File: config.mk
export PLATFORM = sky130hd
export DESIGN_NAME = alu_issue_seq
export DESIGN_NICKNAME = d
export VERILOG_FILES = /design/src/rtl/alu_issue_seq_pkg.sv /design/src/rtl/alu_issue_seq_alu_op_decode.sv /design/src/rtl/alu_issue_seq.sv
export SDC_FILE = /design/constraint.sdc
export NUM_CORES = 1
export LEC_CHECK = 0
export ABC_AREA = 0
export CAP_MARGIN = 20
export CELL_PAD_IN_SITES_DETAIL_PLACEMENT = 0
export CELL_PAD_IN_SITES_GLOBAL_PLACEMENT = 1
export CORE_AREA = 2 2 156 158
export CTS_CLUSTER_DIAMETER = 30
export DETAILED_ROUTE_END_ITERATION = 8
export DIE_AREA = 0 0 158 160
export PLACE_DENSITY = 0.87
export SLEW_MARGIN = 20
export SYNTH_ARGS = -nofsm -noshare
export SYNTH_HDL_FRONTEND = slang
export SYNTH_HIERARCHICAL = 1
export SYNTH_SLANG_ARGS = --single-unit
File: constraint.sdc
create_clock -name CLK -period 13.8 [get_ports CLK]
set_input_delay 2.76 -clock CLK [delete_from_list [all_inputs] [get_ports CLK]]
set_output_delay 2.76 -clock CLK [all_outputs]
set_load 0.05 [all_outputs]
File: src/rtl/alu_issue_seq_pkg.sv
// Shared constants for the ALU control interface: ALU control codes,
// LEGv8 opcode match patterns, sequencer states and a pattern-match helper.
// Used by the issue sequencer, the opcode decoder and the single-cycle control unit.
package alu_issue_seq_pkg;

  localparam int unsigned CTRL_W = 4;
  localparam int unsigned OPC_W  = 11;

  // ALU control codes
  localparam logic [CTRL_W-1:0] ALU_AND   = 4'b0000;
  localparam logic [CTRL_W-1:0] ALU_OR    = 4'b0001;
  localparam logic [CTRL_W-1:0] ALU_ADD   = 4'b0010;
  localparam logic [CTRL_W-1:0] ALU_SUB   = 4'b0110;
  localparam logic [CTRL_W-1:0] ALU_PASSB = 4'b0111;

  // Opcode patterns as value/mask pairs; a 0 mask bit is a don't-care
  localparam logic [OPC_W-1:0] MASK_FULL = 11'b111_1111_1111;
  localparam logic [OPC_W-1:0] MASK_IMM  = 11'b111_1111_1110;
  localparam logic [OPC_W-1:0] MASK_CB   = 11'b111_1111_1000;

  localparam logic [OPC_W-1:0] OPC_ADD  = 11'b100_0101_1000;
  localparam logic [OPC_W-1:0] OPC_SUB  = 11'b110_0101_1000;
  localparam logic [OPC_W-1:0] OPC_AND  = 11'b100_0101_0000;
  localparam logic [OPC_W-1:0] OPC_ORR  = 11'b101_0101_0000;
  localparam logic [OPC_W-1:0] OPC_ADDI = 11'b100_1000_1000;
  localparam logic [OPC_W-1:0] OPC_SUBI = 11'b110_1000_1000;
  localparam logic [OPC_W-1:0] OPC_LDUR = 11'b111_1100_0010;
  localparam logic [OPC_W-1:0] OPC_STUR = 11'b111_1100_0000;
  localparam logic [OPC_W-1:0] OPC_CBZ  = 11'b101_1010_0000;

  typedef enum logic [1:0] {
    ST_IDLE = 2'd0,
    ST_EXEC = 2'd1,
    ST_DONE = 2'd2
  } seq_state_e;

  // True when opc equals val on every bit selected by mask
  function automatic logic opc_match(input logic [OPC_W-1:0] opc,
                                     input logic [OPC_W-1:0] val,
                                     input logic [OPC_W-1:0] mask);
    return ((opc ^ val) & mask) == '0;
  endfunction

endpackage

File: src/rtl/alu_issue_seq_alu_op_decode.sv
// alu_op_decode: combinational LEGv8 opcode -> ALU control code decoder.
// Ports:
//   opcode  in  11-bit instruction field [31:21]
//   ctrl_c  out ALU control code (AND when illegal)
//   legal_c out opcode is decodable
module alu_op_decode
  import alu_issue_seq_pkg::*;
(
  input  logic [OPC_W-1:0]  opcode,
  output logic [CTRL_W-1:0] ctrl_c,
  output logic              legal_c
);

  always_comb begin
    ctrl_c  = ALU_AND;
    legal_c = 1'b1;
    if      (opc_match(opcode, OPC_ADD,  MASK_FULL)) ctrl_c = ALU_ADD;
    else if (opc_match(opcode, OPC_SUB,  MASK_FULL)) ctrl_c = ALU_SUB;
    else if (opc_match(opcode, OPC_AND,  MASK_FULL)) ctrl_c = ALU_AND;
    else if (opc_match(opcode, OPC_ORR,  MASK_FULL)) ctrl_c = ALU_OR;
    else if (opc_match(opcode, OPC_ADDI, MASK_IMM))  ctrl_c = ALU_ADD;
    else if (opc_match(opcode, OPC_SUBI, MASK_IMM))  ctrl_c = ALU_SUB;
    else if (opc_match(opcode, OPC_LDUR, MASK_FULL)) ctrl_c = ALU_ADD;
    else if (opc_match(opcode, OPC_STUR, MASK_FULL)) ctrl_c = ALU_ADD;
    else if (opc_match(opcode, OPC_CBZ,  MASK_CB))   ctrl_c = ALU_PASSB;
    else                                             legal_c = 1'b0;
  end

endmodule

File: src/rtl/alu_issue_seq.sv
// alu_issue_seq: multi-cycle issue sequencer for the datapath ALU.
// Accepts {Opcode, OpA, OpB} on a valid/ready handshake, drives registered
// ALU control/operand buses for one cycle, captures AluBusW/AluZero and
// returns them on a second valid/ready handshake.
// Ports:
//   CLK, Reset               clock, async active-high reset
//   InValid/InReady          request handshake
//   Opcode, OpA, OpB         request payload
//   ALUCtrl, AluBusA/B       registered ALU inputs
//   AluBusW, AluZero         ALU result and zero flag
//   OutValid/OutReady        result handshake
//   Result, ZeroFlag, IllegalOp  captured response
module alu_issue_seq
  import alu_issue_seq_pkg::*;
#(
  parameter int unsigned WIDTH    = 64,
  parameter int unsigned OPCODE_W = OPC_W
) (
  input  logic                CLK,
  input  logic                Reset,
  input  logic                InValid,
  output logic                InReady,
  input  logic [OPCODE_W-1:0] Opcode,
  input  logic [WIDTH-1:0]    OpA,
  input  logic [WIDTH-1:0]    OpB,
  output logic [CTRL_W-1:0]   ALUCtrl,
  output logic [WIDTH-1:0]    AluBusA,
  output logic [WIDTH-1:0]    AluBusB,
  input  logic [WIDTH-1:0]    AluBusW,
  input  logic                AluZero,
  output logic                OutValid,
  input  logic                OutReady,
  output logic [WIDTH-1:0]    Result,
  output logic                ZeroFlag,
  output logic                IllegalOp
);

  seq_state_e        state_q, state_d;
  logic [CTRL_W-1:0] ctrl_q, ctrl_d;
  logic [WIDTH-1:0]  bus_a_q, bus_a_d, bus_b_q, bus_b_d;
  logic [WIDTH-1:0]  result_q, result_d;
  logic              zero_q, zero_d, illegal_q, illegal_d;
  logic              out_valid_q, out_valid_d, in_ready_q, in_ready_d;
  logic [CTRL_W-1:0] ctrl_c;
  logic              legal_c;

  alu_op_decode u_decode (
    .opcode  (Opcode),
    .ctrl_c  (ctrl_c),
    .legal_c (legal_c)
  );

  // State and datapath registers
  always_ff @(posedge CLK or posedge Reset) begin
    if (Reset) begin
      state_q     <= ST_IDLE;
      ctrl_q      <= ALU_AND;
      bus_a_q     <= '0;
      bus_b_q     <= '0;
      result_q    <= '0;
      zero_q      <= 1'b0;
      illegal_q   <= 1'b0;
      out_valid_q <= 1'b0;
      in_ready_q  <= 1'b1;
    end else begin
      state_q     <= state_d;
      ctrl_q      <= ctrl_d;
      bus_a_q     <= bus_a_d;
      bus_b_q     <= bus_b_d;
      result_q    <= result_d;
      zero_q      <= zero_d;
      illegal_q   <= illegal_d;
      out_valid_q <= out_valid_d;
      in_ready_q  <= in_ready_d;
    end
  end

  // Next-state and next-register values; every register holds by default
  always_comb begin
    state_d     = state_q;
    ctrl_d      = ctrl_q;
    bus_a_d     = bus_a_q;
    bus_b_d     = bus_b_q;
    result_d    = result_q;
    zero_d      = zero_q;
    illegal_d   = illegal_q;
    out_valid_d = out_valid_q;
    in_ready_d  = in_ready_q;
    case (state_q)
      ST_IDLE: begin
        if (InValid && in_ready_q) begin
          in_ready_d = 1'b0;
          if (legal_c) begin
            ctrl_d  = ctrl_c;
            bus_a_d = OpA;
            bus_b_d = OpB;
            state_d = ST_EXEC;
          end else begin
            // Illegal ops bypass the ALU; its input registers stay untouched
            result_d    = '0;
            zero_d      = 1'b0;
            illegal_d   = 1'b1;
            out_valid_d = 1'b1;
            state_d     = ST_DONE;
          end
        end
      end
      ST_EXEC: begin
        result_d    = AluBusW;
        zero_d      = AluZero;
        illegal_d   = 1'b0;
        out_valid_d = 1'b1;
        state_d     = ST_DONE;
      end
      ST_DONE: begin
        if (out_valid_q && OutReady) begin
          out_valid_d = 1'b0;
          in_ready_d  = 1'b1;
          state_d     = ST_IDLE;
        end
      end
      default: begin
        state_d     = ST_IDLE;
        out_valid_d = 1'b0;
        in_ready_d  = 1'b1;
      end
    endcase
  end

  assign InReady   = in_ready_q;
  assign ALUCtrl   = ctrl_q;
  assign AluBusA   = bus_a_q;
  assign AluBusB   = bus_b_q;
  assign OutValid  = out_valid_q;
  assign Result    = result_q;
  assign ZeroFlag  = zero_q;
  assign IllegalOp = illegal_q;

endmodule
==> results.txt, run 1 <==
----------------------------------------------------
[Outcome]
  Outcome ... complete, no violations

[Routing]
  Number of vias in the routed layout ... 5745
  DRT antenna net count ... 0
  Post-route DRC violation count ... 0
  Drt initial violations ... 177
  Via-to-Cell Ratio ... 4.592
  Drt first pass iters ... 4
  Average routed wire per standard cell ... 17.59 um
  Final Routed Wirelength ... 22.01 mm

[Final layout]
  Fraction of layout instances using a drive strength above 1 ... 16.18%
  Total of fill cells in the finished design ... 1960
  Final-stage net count ... 1102
  Most frequent cells in the layout ... sky130_fd_sc_hd__clkdlybuf4s50_1 (407), sky130_fd_sc_hd__dfrtp_1 (201), sky130_fd_sc_hd__mux2_1 (69)
  Most frequent standard cell in the layout excluding fill and tap cells ... sky130_fd_sc_hd__clkdlybuf4s50_1
  # diodes ... 0
  Area grow syn2layout ... 79.58%

[Global route]
  Overall track demand over capacity in global routing ... 16.93%
  Remaining global-route overflow ... 0
  Initial antenna violation count ... 0
  First-pass GRT wire length ... 33.58 mm
  Pin count of the biggest net entering global routing ... 134
  Number of global-route vias before repair ... 6264

[CTS]
  TritonCTS clock tree ... done
  Clock root buffer ... sky130_fd_sc_hd__clkbuf_16
  H-tree levels ... 2
  Skew-Pair Late Insertion Delay ... 0.51 ns
  Hold Buf Count CTS ... 0
  TritonCTS buffer count ... 44
  CTS clk-pin slew, worst paths ... 0.05 ns
  Post-CTS repair timing setup buffer count ... 0
  Resized Gates After CTS ... 0
  Total clock sinks ... 202
  Maximum buffer depth of the clock tree ... 3

[Yosys]
  Synth Instances ... 465
  Number of warnings issued by yosys ... 6
  Flops & latches, synth ... 202
  Synth cell types ... 33
  Proportion of synthesized area in mux cells ... 19.85%
  Post-Synth XOR/XNOR Area ... 0%
  Proportion of synthesized chip area in sequential cells ... 67.52%
  Post-synthesis share of cell area spent on full adders, half adders and majority gates ... 0%
  Fraction of the mapped netlist area in compound gates ... 8.555%
  Mean instance size in the synthesized netlist ... 16.10 sq um
  Post-synthesis net count ... 673
  Netlist Area Pre-Place ... 0.007488 sq mm
  Largest family of logic cells by synthesized area ... multiplexers
  Share of synthesized cell area in and, or, nand and nor gates ... 1.721%

[STA]
  Maximum achievable frequency ... 0.2100 GHz
  Final hold viol count ... 0
  Final period utilization ... 34.50%
  Worst slew margin relative to its limit ... 39.26%
  Transition at the pin with the smallest max-transition slack ... 0.9111 ns
  Period minus WS final ... 4.761 ns
  Maximum clock skew at final layout ... 0.01097 ns
  Final setup TNS ... 0 ns
  Setup repair after global routing missed its margin ... false
  Final setup vio count ... 0
  Final Max Slew Viols ... 0
  Slack of the critical path ... 9.039 ns

[Floorplanning]
  Total core area ... 0.02382 sq mm
  Starting Density ... 31.44%
  Horizontal extent of the die ... 158 um
  Area enclosed by the die boundary ... 0.02528 sq mm
  # IOs ... 408
  Height of the die ... 160 um
  Number of standard-cell rows in the floorplan ... 57

[Setup path]
  Worst path required time ... 14.23 ns
  Crit-path max FO ... 67
  Nature of the critical path endpoint ... flip-flop
  Critical path class ... input port to flip-flop
  Crit start category ... input port
  Arrival time reported for the critical path endpoint ... 5.19 ns

[Placement]
  Count of input and output buffers ... 407
  HPWL after DPL ... 15.43 mm
  Placer congestion estimate ... 0.7808
  Minimum setup slack after placement ... 8.399 ns

[Worst hold path]
  Worst hold path type ... flip-flop to flip-flop

[Flow run]
  Total of max-cap violations ... 0

[Pwr]
  Leak ... 6.298 nW
  Peak VDD IR ... 0.07316 mV
  Areal power density over the cells ... 130.7 mW/mm^2

----------------------------------------------------
## synth_stat cells, drive strengths merged
| master | count | area (sq um) |
|---|---|---|
| o31ai | 1 | 7.510 |
| inv | 5 | 18.77 |
| conb | 1 | 3.750 |
| nand2 | 2 | 7.510 |
| o22a | 1 | 8.760 |
| dfstp | 1 | 26.28 |
| nor2b | 4 | 27.53 |
| nand4 | 3 | 18.77 |
| nor3b | 2 | 20.02 |
| o211ai | 1 | 12.51 |
| nor2 | 3 | 11.26 |
| nand2b | 1 | 6.260 |
| nor4 | 1 | 6.260 |
| nor3 | 1 | 5.000 |
| a2bb2oi | 1 | 8.760 |
| a22o | 65 | 569.3 |
| o21ai | 4 | 20.01 |
| buf | 24 | 135.1 |
| dfrtp | 201 | 5030 |
| and3 | 1 | 6.260 |
| clkbuf | 5 | 18.77 |
| a21oi | 1 | 5.000 |
| o2111ai | 1 | 8.760 |
| nand3 | 1 | 5.000 |
| and2 | 1 | 6.260 |
| and3b | 1 | 8.760 |
| mux2 | 132 | 1486 |
## through the flow
stage / power, mW / std cells / util [%] / hold WS (ns) / instance area, sq um
after floorplan: 0.6140 / 465 / - / 0.5084 / 7488
after global placement: 0.6761 / 1172 / 49.86 / 0.4722 / 11880
after detailed placement: 0.6769 / 1172 / 49.86 / 0.4800 / 11880
after CTS: 1.783 / 1251 / 56.44 / 0.4899 / 13440
after global routing: 1.820 / 1251 / 56.46 / 0.5049 / 13450
final: 1.758 / 1251 / 56.46 / 0.4829 / 13450
## layout make-up
cell class / instances / area (sq um) / share of cell area, %
clock buffers: 54 / 1210 / 8.997
clock inverters: 25 / 356.6 / 2.652
inverters: 5 / 26.28 / 0.1954
multi-input cells: 229 / 2278 / 16.94
flip-flops and latches: 202 / 5056 / 37.60
well taps: 324 / 405.4 / 3.015
repair buffers: 412 / 4115 / 30.60
## state kept, by name, summed over array words and instances (netlist names)
name       count
state_q        2
Result        64
OutValid       1
IllegalOp      1
ZeroFlag       1
AluBusA       64
ALUCtrl        4
InReady        1
AluBusB       64
## logic make-up after synthesis
family,after synthesis
buf+inv,34
mux,132
compound gates,75
other cells,1
flops,202
simple gates,21
## critical path, stage by stage
cell	delay [ns]
sky130_fd_sc_hd__clkdlybuf4s50_1	0.50
sky130_fd_sc_hd__nand2b_1	0.10
sky130_fd_sc_hd__nor3b_2	0.27
sky130_fd_sc_hd__nand4_1	0.18
sky130_fd_sc_hd__nand3_1	0.14
sky130_fd_sc_hd__and3b_1	0.23
sky130_fd_sc_hd__o21ai_4	0.12
sky130_fd_sc_hd__buf_4	0.55
sky130_fd_sc_hd__a22o_1	0.27
## where the power goes
part | internal (mW) | total (mW) | switching, mW
Sequential | 0.594 | 0.594 | 0
Clock | 0.758 | 1.09 | 0.334
Combinational | 0.0519 | 0.0728 | 0.0209
Total | 1.40 | 1.76 | 0.354
## per-layer routing
metal	vias to the layer above	routed length, um	track usage [%]
met2	291	10970	29.60
li1	2573	-	-
met4	0	622	6.470
met1	2832	7911	17.87
met5	-	0	0
met3	49	2497	7.327
## worst paths after layout
kind | slack (ns) | cells after the start | to | startpoint
max | 9.04 | 9 | Result[39] | Opcode[6]
min | 0.48 | 1 | AluBusB[33] | AluBusB[33]
max reg2reg | 11.89 | 4 | AluBusA[46] | state_q[0]
min reg2reg | 0.48 | 1 | AluBusB[33] | AluBusB[33]
max in group asynchronous | 9.49 | 3 | AluBusB[58] | Reset
min in group asynchronous | 2.86 | 2 | Result[25] | Reset
No activity file was read; power rests on OpenSTA's default activity.
==> run 2, diff against run 1 <==
Settings changed: CORE_AREA 2 2 156 158 to unset, CORE_UTILIZATION set to 30, DIE_AREA 0 0 158 160 to unset, PLACE_DENSITY 0.87 to 0.83.
Clock period 13.8 ns to 4.5 ns, I/O delays scaled along.
==> run 2 against run 1 <==
Effect of this change:
- clock power rose to 2.9 times the previous value
- power rose to 3.0 times the previous value
- wire length down 1.5%
- register-to-register slack worse by 9.2 ns
- cell count up 0.80%
- combinational power rose to 3.2 times the previous value
- core utilization down 1.1 points
- via count down 2.1%
- non-clock buffer count up 5
==> results.txt, run 2 (synthesis gave the netlist of run 1 again) <==
----------------------------------------------------
[CTS]
  Resized Gates After CTS ... 0 (unchanged)
  CTS clk-pin slew, worst paths ... 0.04 ns (about the same)
  Hold Buf Count CTS ... 0 (unchanged)
  Total clock sinks ... 202 (unchanged)
  Skew-Pair Late Insertion Delay ... 0.51 ns (about the same)
  Clock root buffer ... sky130_fd_sc_hd__clkbuf_16
  TritonCTS buffer count ... 45 (+2.3%)
  TritonCTS clock tree ... done
  H-tree levels ... 2 (unchanged)
  Maximum buffer depth of the clock tree ... 3 (unchanged)
  Post-CTS repair timing setup buffer count ... 0 (unchanged)

[Final layout]
  Final-stage net count ... 1108 (+0.54%)
  # diodes ... 0 (unchanged)
  Total of fill cells in the finished design ... 2050 (+4.6%)
  Area of combinational cells with multiple inputs ... 0.002278 sq mm (unchanged)
  Fraction of layout instances using a drive strength above 1 ... 17.18% (+1.0 points)
  Most frequent cells in the layout ... sky130_fd_sc_hd__clkdlybuf4s50_1 (407), sky130_fd_sc_hd__dfrtp_1 (201), sky130_fd_sc_hd__mux2_1 (69)
  Area grow syn2layout ... 80.23%
  Storage element area ... 0.005056 sq mm (unchanged)
  Most frequent standard cell in the layout excluding fill and tap cells ... sky130_fd_sc_hd__clkdlybuf4s50_1
  Final Util ... 55.34% (-1.1 points)
  Count of non-filler cells in the finished layout ... 1261 (+0.80%)

[Global route]
  Remaining global-route overflow ... 0 (unchanged)
  Overall track demand over capacity in global routing ... 16.87% (-0.061 points)
  Pin count of the biggest net entering global routing ... 118 (-12%)
  Number of global-route vias before repair ... 6028 (-3.8%)
  Initial antenna violation count ... 0 (unchanged)
  First-pass GRT wire length ... 33.75 mm (+0.53%)

[Routing]
  DRT antenna net count ... 0 (unchanged)
  Post-route DRC violation count ... 0 (unchanged)
  Average routed wire per standard cell ... 17.20 um (-2.2%)
  Final Routed Wirelength ... 21.68 mm (-1.5%)
  Drt initial violations ... 181 (+2.3%)
  Drt first pass iters ... 4 (unchanged)
  Via-to-Cell Ratio ... 4.462 (-2.8%)
  Number of vias in the routed layout ... 5627 (-2.1%)

[Flow run]
  Total of max-cap violations ... 0 (unchanged)

[Setup path]
  Worst R2R Path Depth ... 4 (unchanged)
  Critical register-to-register path endpoint ... AluBusA[18]
  Nature of the critical path endpoint ... flip-flop
  Reg2reg setup slack ... 2.68 ns (-9.21 ns)
  Reg2Reg Launch Point ... state_q[0]
  Crit start category ... input port
  Worst path required time ... 4.94 ns (-9.29 ns)
  Crit-path max FO ... 67 (unchanged)
  Critical path class ... input port to flip-flop
  Arrival time reported for the critical path endpoint ... 3.30 ns (-1.89 ns)

[Floorplanning]
  Number of standard-cell rows in the floorplan ... 57 (unchanged)
  Area enclosed by the die boundary ... 0.02560 sq mm (+1.3%)
  Height of the die ... 160.0 um (about the same)
  Total core area ... 0.02439 sq mm (+2.4%)
  # IOs ... 408 (unchanged)
  Horizontal extent of the die ... 160.0 um (+1.3%)
  Starting Density ... 30.70% (-0.74 points)

[Worst hold path]
  Worst hold path type ... flip-flop to flip-flop
  Hold Path Sink ... AluBusB[25]
  Number of stages on the worst hold path ... 1 (unchanged)
  Hold wc startpoint ... AluBusB[25]

[Placement]
  Number of placed cells counting well taps ... 1176 (+0.34%)
  Count of input and output buffers ... 407 (unchanged)
  Placer congestion estimate ... 0.7529 (-3.6%)
  HPWL after DPL ... 15.33 mm (-0.69%)

[Pwr]
  Peak VDD IR ... 0.2751 mV (+280%)
  Leak ... 6.328 nW (+0.47%)
  Areal power density over the cells ... 390.1 mW/mm^2 (+200%)

[STA]
  Transition at the pin with the smallest max-transition slack ... 0.6963 ns (-0.2148 ns)
  Final hold viol count ... 0 (unchanged)
  Final setup vio count ... 0 (unchanged)
  Final setup TNS ... 0 ns (unchanged)
  Setup repair after global routing missed its margin ... false
  Final Max Slew Viols ... 0 (unchanged)
  Worst slew margin relative to its limit ... 53.58% (+14 points)
  Period minus WS final ... 2.856 ns
  Maximum clock skew at final layout ... 0.009411 ns (-0.001558 ns)
  Final period utilization ... 63.47%
  Maximum achievable frequency ... 0.3501 GHz

[Outcome]
  Outcome ... complete, no violations

----------------------------------------------------
-- run 2: metrics by stage --
| step | worst slack, ns | cell area [sq um] | hold WS [ns] | total power [mW] |
|---|---|---|---|---|
| finish | 1.644 | 13500 | 0.4837 | 5.266 |
| global route | 1.485 | 13500 | 0.4966 | 5.466 |
| CTS | 1.610 | 13480 | 0.4899 | 5.342 |
| detailed placement | 1.106 | 11940 | 0.4801 | 2.082 |
| global placement | 1.192 | 11940 | 0.4721 | 2.079 |
| floorplan | 0.9845 | 7492 | 0.5084 | 1.883 |
-- run 2: worst max-delay path by stage --
stage / from / to / slack, ns / cells past startpoint
after floorplan: Reset / ALUCtrl[0] / 0.98 / 1
after global placement: Opcode[9] / state_q[1] / 1.19 / 9
after detailed placement: Opcode[5] / Result[61] / 1.11 / 8
after CTS: InReady / InReady / 1.61 / 1
after global routing: Opcode[6] / Result[2] / 1.49 / 9
final: Opcode[5] / Result[2] / 1.64 / 8
-- run 2: final cells by class --
type / count / area share, %
Clock buffer: 57 / 9.511
Tap cell: 324 / 3.004
Inverter: 5 / 0.1669
Multi-Input combinational cell: 229 / 16.88
Clock inverter: 27 / 1.863
Sequential cell: 202 / 37.46
Timing Repair Buffer: 417 / 31.11
-- run 2: power by group --
group,switching [mW],internal (mW),leakage [nW]
sequential,0,1.82,2.81
clock,1.06,2.15,0.756
combinational,0.0650,0.165,2.76
-- run 2: worst max-delay path, stage by stage --
cell                              delay (ns)
sky130_fd_sc_hd__clkdlybuf4s50_1        0.51
sky130_fd_sc_hd__nor3b_1                0.32
sky130_fd_sc_hd__o2111ai_1              0.20
sky130_fd_sc_hd__nand3_1                0.17
sky130_fd_sc_hd__and3b_1                0.23
sky130_fd_sc_hd__o21ai_4                0.11
sky130_fd_sc_hd__buf_4                  0.56
sky130_fd_sc_hd__a22o_1                 0.25
-- run 2: layer usage --
layer	GRT usage (%)	vias to the layer above	share of wire, %
li1	-	2588	-
met3	6.390	42	9.6
met4	6.407	0	2.4
met2	29.23	287	50
met5	0	-	0
met1	18.70	2710	38
==> run 3, diff against run 2 <==
Settings changed: CORE_UTILIZATION 30 to 27, PLACE_DENSITY 0.83 to 0.79.
Clock period 4.5 ns to 2.5 ns, I/O delays scaled along.
==> run 3 against run 2 <==
Effect of this change:
- first-iteration DRC count rose by 4.4%
- critical endpoint is now Result[39]
- critical path depth fell by 7
- sequential share of layout area down 1.1 points
- cell count is 4.8% higher
- clock skew up 0.0066 ns
- highest routed layer unchanged
- register-to-register slack lost 1.8 ns
- core utilization fell by 4.0 points
- clock-buffer cell count is 1 lower
==> results.txt, run 3 (synthesis gave the netlist of run 1 again) <==
----------------------------------------------------
[Routing]
  Final Routed Wirelength ... 22.34 mm (+3.0%)
  Drt initial violations ... 189 (+4.4%)
  DRT antenna net count ... 0 (unchanged)
  Via-to-Cell Ratio ... 4.311 (-3.4%)
  Average routed wire per standard cell ... 16.91 um (-1.7%)
  Number of vias in the routed layout ... 5695 (+1.2%)
  Drt first pass iters ... 4 (unchanged)
  Post-route DRC violation count ... 0 (unchanged)

[Setup path]
  Logic depth of the worst setup path including buffers ... 1 (-7)
  Nature of the critical path endpoint ... primary output
  Worst stage delay on the critical path ... 0.85 ns (+0.29 ns)
  Origin of the worst setup path ... Result[39]
  Worst path required time ... 2.00 ns (-2.94 ns)
  Critical path class ... flip-flop to primary output
  Reg2Reg Launch Point ... state_q[0]
  Crit-path max FO ... 2 (-97%)
  Critical register-to-register path endpoint ... AluBusB[22]
  Crit start category ... flip-flop
  Reg2reg setup slack ... 0.88 ns (-1.80 ns)
  Number of buffers and inverters on the critical path ... 1 (-1)
  Worst R2R Path Depth ... 5 (+1)
  Worst path slowest cell ... sky130_fd_sc_hd__clkdlybuf4s50_1
  Critical Path, Cell by Cell ... clkdlybuf4s50_1
  Capturing element of the worst setup path ... Result[39]
  CP delay by family, top ... buffers and inverters
  Arrival time reported for the critical path endpoint ... 1.74 ns (-1.56 ns)

[Floorplanning]
  Horizontal extent of the die ... 168.5 um (+5.3%)
  Area enclosed by the die boundary ... 0.02841 sq mm (+11%)
  Starting Density ... 27.63% (-3.1 points)
  # IOs ... 408 (unchanged)
  Height of the die ... 168.5 um (+5.3%)
  Total core area ... 0.02710 sq mm (+11%)
  Number of standard-cell rows in the floorplan ... 60 (+5.3%)

[Final layout]
  Layout Cell Area excl Fill ... 0.01390 sq mm (+3.0%)
  Most frequent standard cell in the layout excluding fill and tap cells ... sky130_fd_sc_hd__clkdlybuf4s50_1
  Most frequent cells in the layout ... sky130_fd_sc_hd__clkdlybuf4s50_1 (406), sky130_fd_sc_hd__dfrtp_1 (201), sky130_fd_sc_hd__mux2_1 (69)
  Fraction of layout instances using a drive strength above 1 ... 17.93% (+0.75 points)
  Total of fill cells in the finished design ... 2305 (+12%)
  Area grow syn2layout ... 85.65%
  Final-stage net count ... 1122 (+1.3%)

[CTS]
  TritonCTS clock tree ... done
  Post-CTS repair timing setup buffer count ... 0 (unchanged)
  Total clock sinks ... 202 (unchanged)
  CTS clk-pin slew, worst paths ... 0.04 ns (about the same)
  TritonCTS buffer count ... 45 (unchanged)
  Skew-Pair Late Insertion Delay ... 0.50 ns (about the same)
  Clock root buffer ... sky130_fd_sc_hd__clkbuf_16
  H-tree levels ... 2 (unchanged)
  Maximum buffer depth of the clock tree ... 3 (unchanged)

[Global route]
  Initial antenna violation count ... 1 (+1)
  First-pass GRT wire length ... 33.91 mm (+0.45%)
  Pin count of the biggest net entering global routing ... 126 (+6.8%)
  Overall track demand over capacity in global routing ... 15.36% (-1.5 points)
  Remaining global-route overflow ... 0 (unchanged)
  Number of global-route vias before repair ... 6177 (+2.5%)

[Placement]
  Placer congestion estimate ... 0.7723 (+2.6%)
  Placed Instance Area ... 0.01224 sq mm (+2.5%)
  HPWL after DPL ... 16.20 mm (+5.7%)
  Count of input and output buffers ... 407 (unchanged)

[Pwr]
  Areal power density over the cells ... 726.0 mW/mm^2 (+86%)
  Leak ... 6.487 nW (+2.5%)
  Peak VDD IR ... 0.4169 mV (+52%)
  Power after layout ... 10.09 mW (+92%)

[STA]
  Maximum achievable frequency ... 0.4456 GHz
  Final period utilization ... 89.76%
  Final Max Slew Viols ... 0 (unchanged)
  Maximum clock skew at final layout ... 0.01599 ns (+0.006575 ns)
  Final hold viol count ... 0 (unchanged)
  Transition at the pin with the smallest max-transition slack ... 0.7054 ns (+0.009091 ns)
  Worst slew margin relative to its limit ... 52.97% (-0.61 points)
  Setup repair after global routing missed its margin ... false
  Period minus WS final ... 2.244 ns
  Final setup vio count ... 0 (unchanged)

[Outcome]
  Outcome ... complete, no violations

[Flow run]
  Total of max-cap violations ... 0 (unchanged)

[Worst hold path]
  Worst hold path type ... flip-flop to flip-flop

----------------------------------------------------
-- run 3: cell type report --
type / instances / area, sq um / area share, %
antenna: 1 / 2.502 / 0.01800
timing repair buffer: 431 / 4415 / 31.76
clock buffer: 56 / 1227 / 8.829
sequential: 202 / 5056 / 36.37
inverter: 5 / 22.52 / 0.1620
clock inverter: 25 / 434.2 / 3.123
multi-input combinational: 229 / 2278 / 16.39
tap: 372 / 465.4 / 3.348
-- run 3: worst reg2reg max path, cell delays in order (launching register included) --
cell                      delay [ns]
sky130_fd_sc_hd__dfrtp_1        0.45
sky130_fd_sc_hd__nor2_1         0.18
sky130_fd_sc_hd__nand4_1        0.17
sky130_fd_sc_hd__buf_12         0.20
sky130_fd_sc_hd__buf_12         0.17
sky130_fd_sc_hd__mux2_1         0.32
-- run 3: worst min path at each step --
stage,endpoint,slack (ns),startpoint,cells past startpoint
after CTS,AluBusB[17],0.49,AluBusB[17],1
after global placement,AluBusB[24],0.47,AluBusB[24],1
after global routing,AluBusB[52],0.50,AluBusB[52],1
final,AluBusB[20],0.49,AluBusB[20],1
after floorplan,state_q[1],0.51,state_q[0],1
after detailed placement,AluBusB[17],0.48,AluBusB[17],1
-- run 3: power by group --
part	switching (mW)	internal [mW]
clock network	1.80	4.59
logic	0.119	0.297
registers	0	3.28
-- run 3: what timing repair did --
action | CTS | global route
hold buffers | 0 | 0
gates resized for setup | 1 | 0
endpoints found under the setup margin | 1 | 0
hold endpoints to repair | 0 | 0
-- run 3: routing by layer --
metal | up-vias | wire [um] | global-route usage [%]
met1 | 2772 | 8519 | 17.06
met5 | - | 0 | 0
met3 | 44 | 2157 | 6.149
li1 | 2604 | - | -
met4 | 0 | 537 | 5.731
met2 | 275 | 11120 | 26.41
-- run 3: metrics by stage --
stage / TNS, ns / instances / hold WS, ns / util [%] / setup WS [ns]
6_report: 0 / 1321 / 0.4850 / 51.30 / 0.2559
4_1_cts: 0 / 1320 / 0.4898 / 51.29 / 0.2177
3_3_place_gp: -15.68 / 1239 / 0.4723 / 45.16 / -0.1142
5_1_grt: 0 / 1320 / 0.4966 / 51.29 / 0.2046
3_5_place_dp: -24.29 / 1239 / 0.4799 / 45.16 / -0.1640
2_1_floorplan: -123.71 / 465 / 0.5084 / - / -0.6155
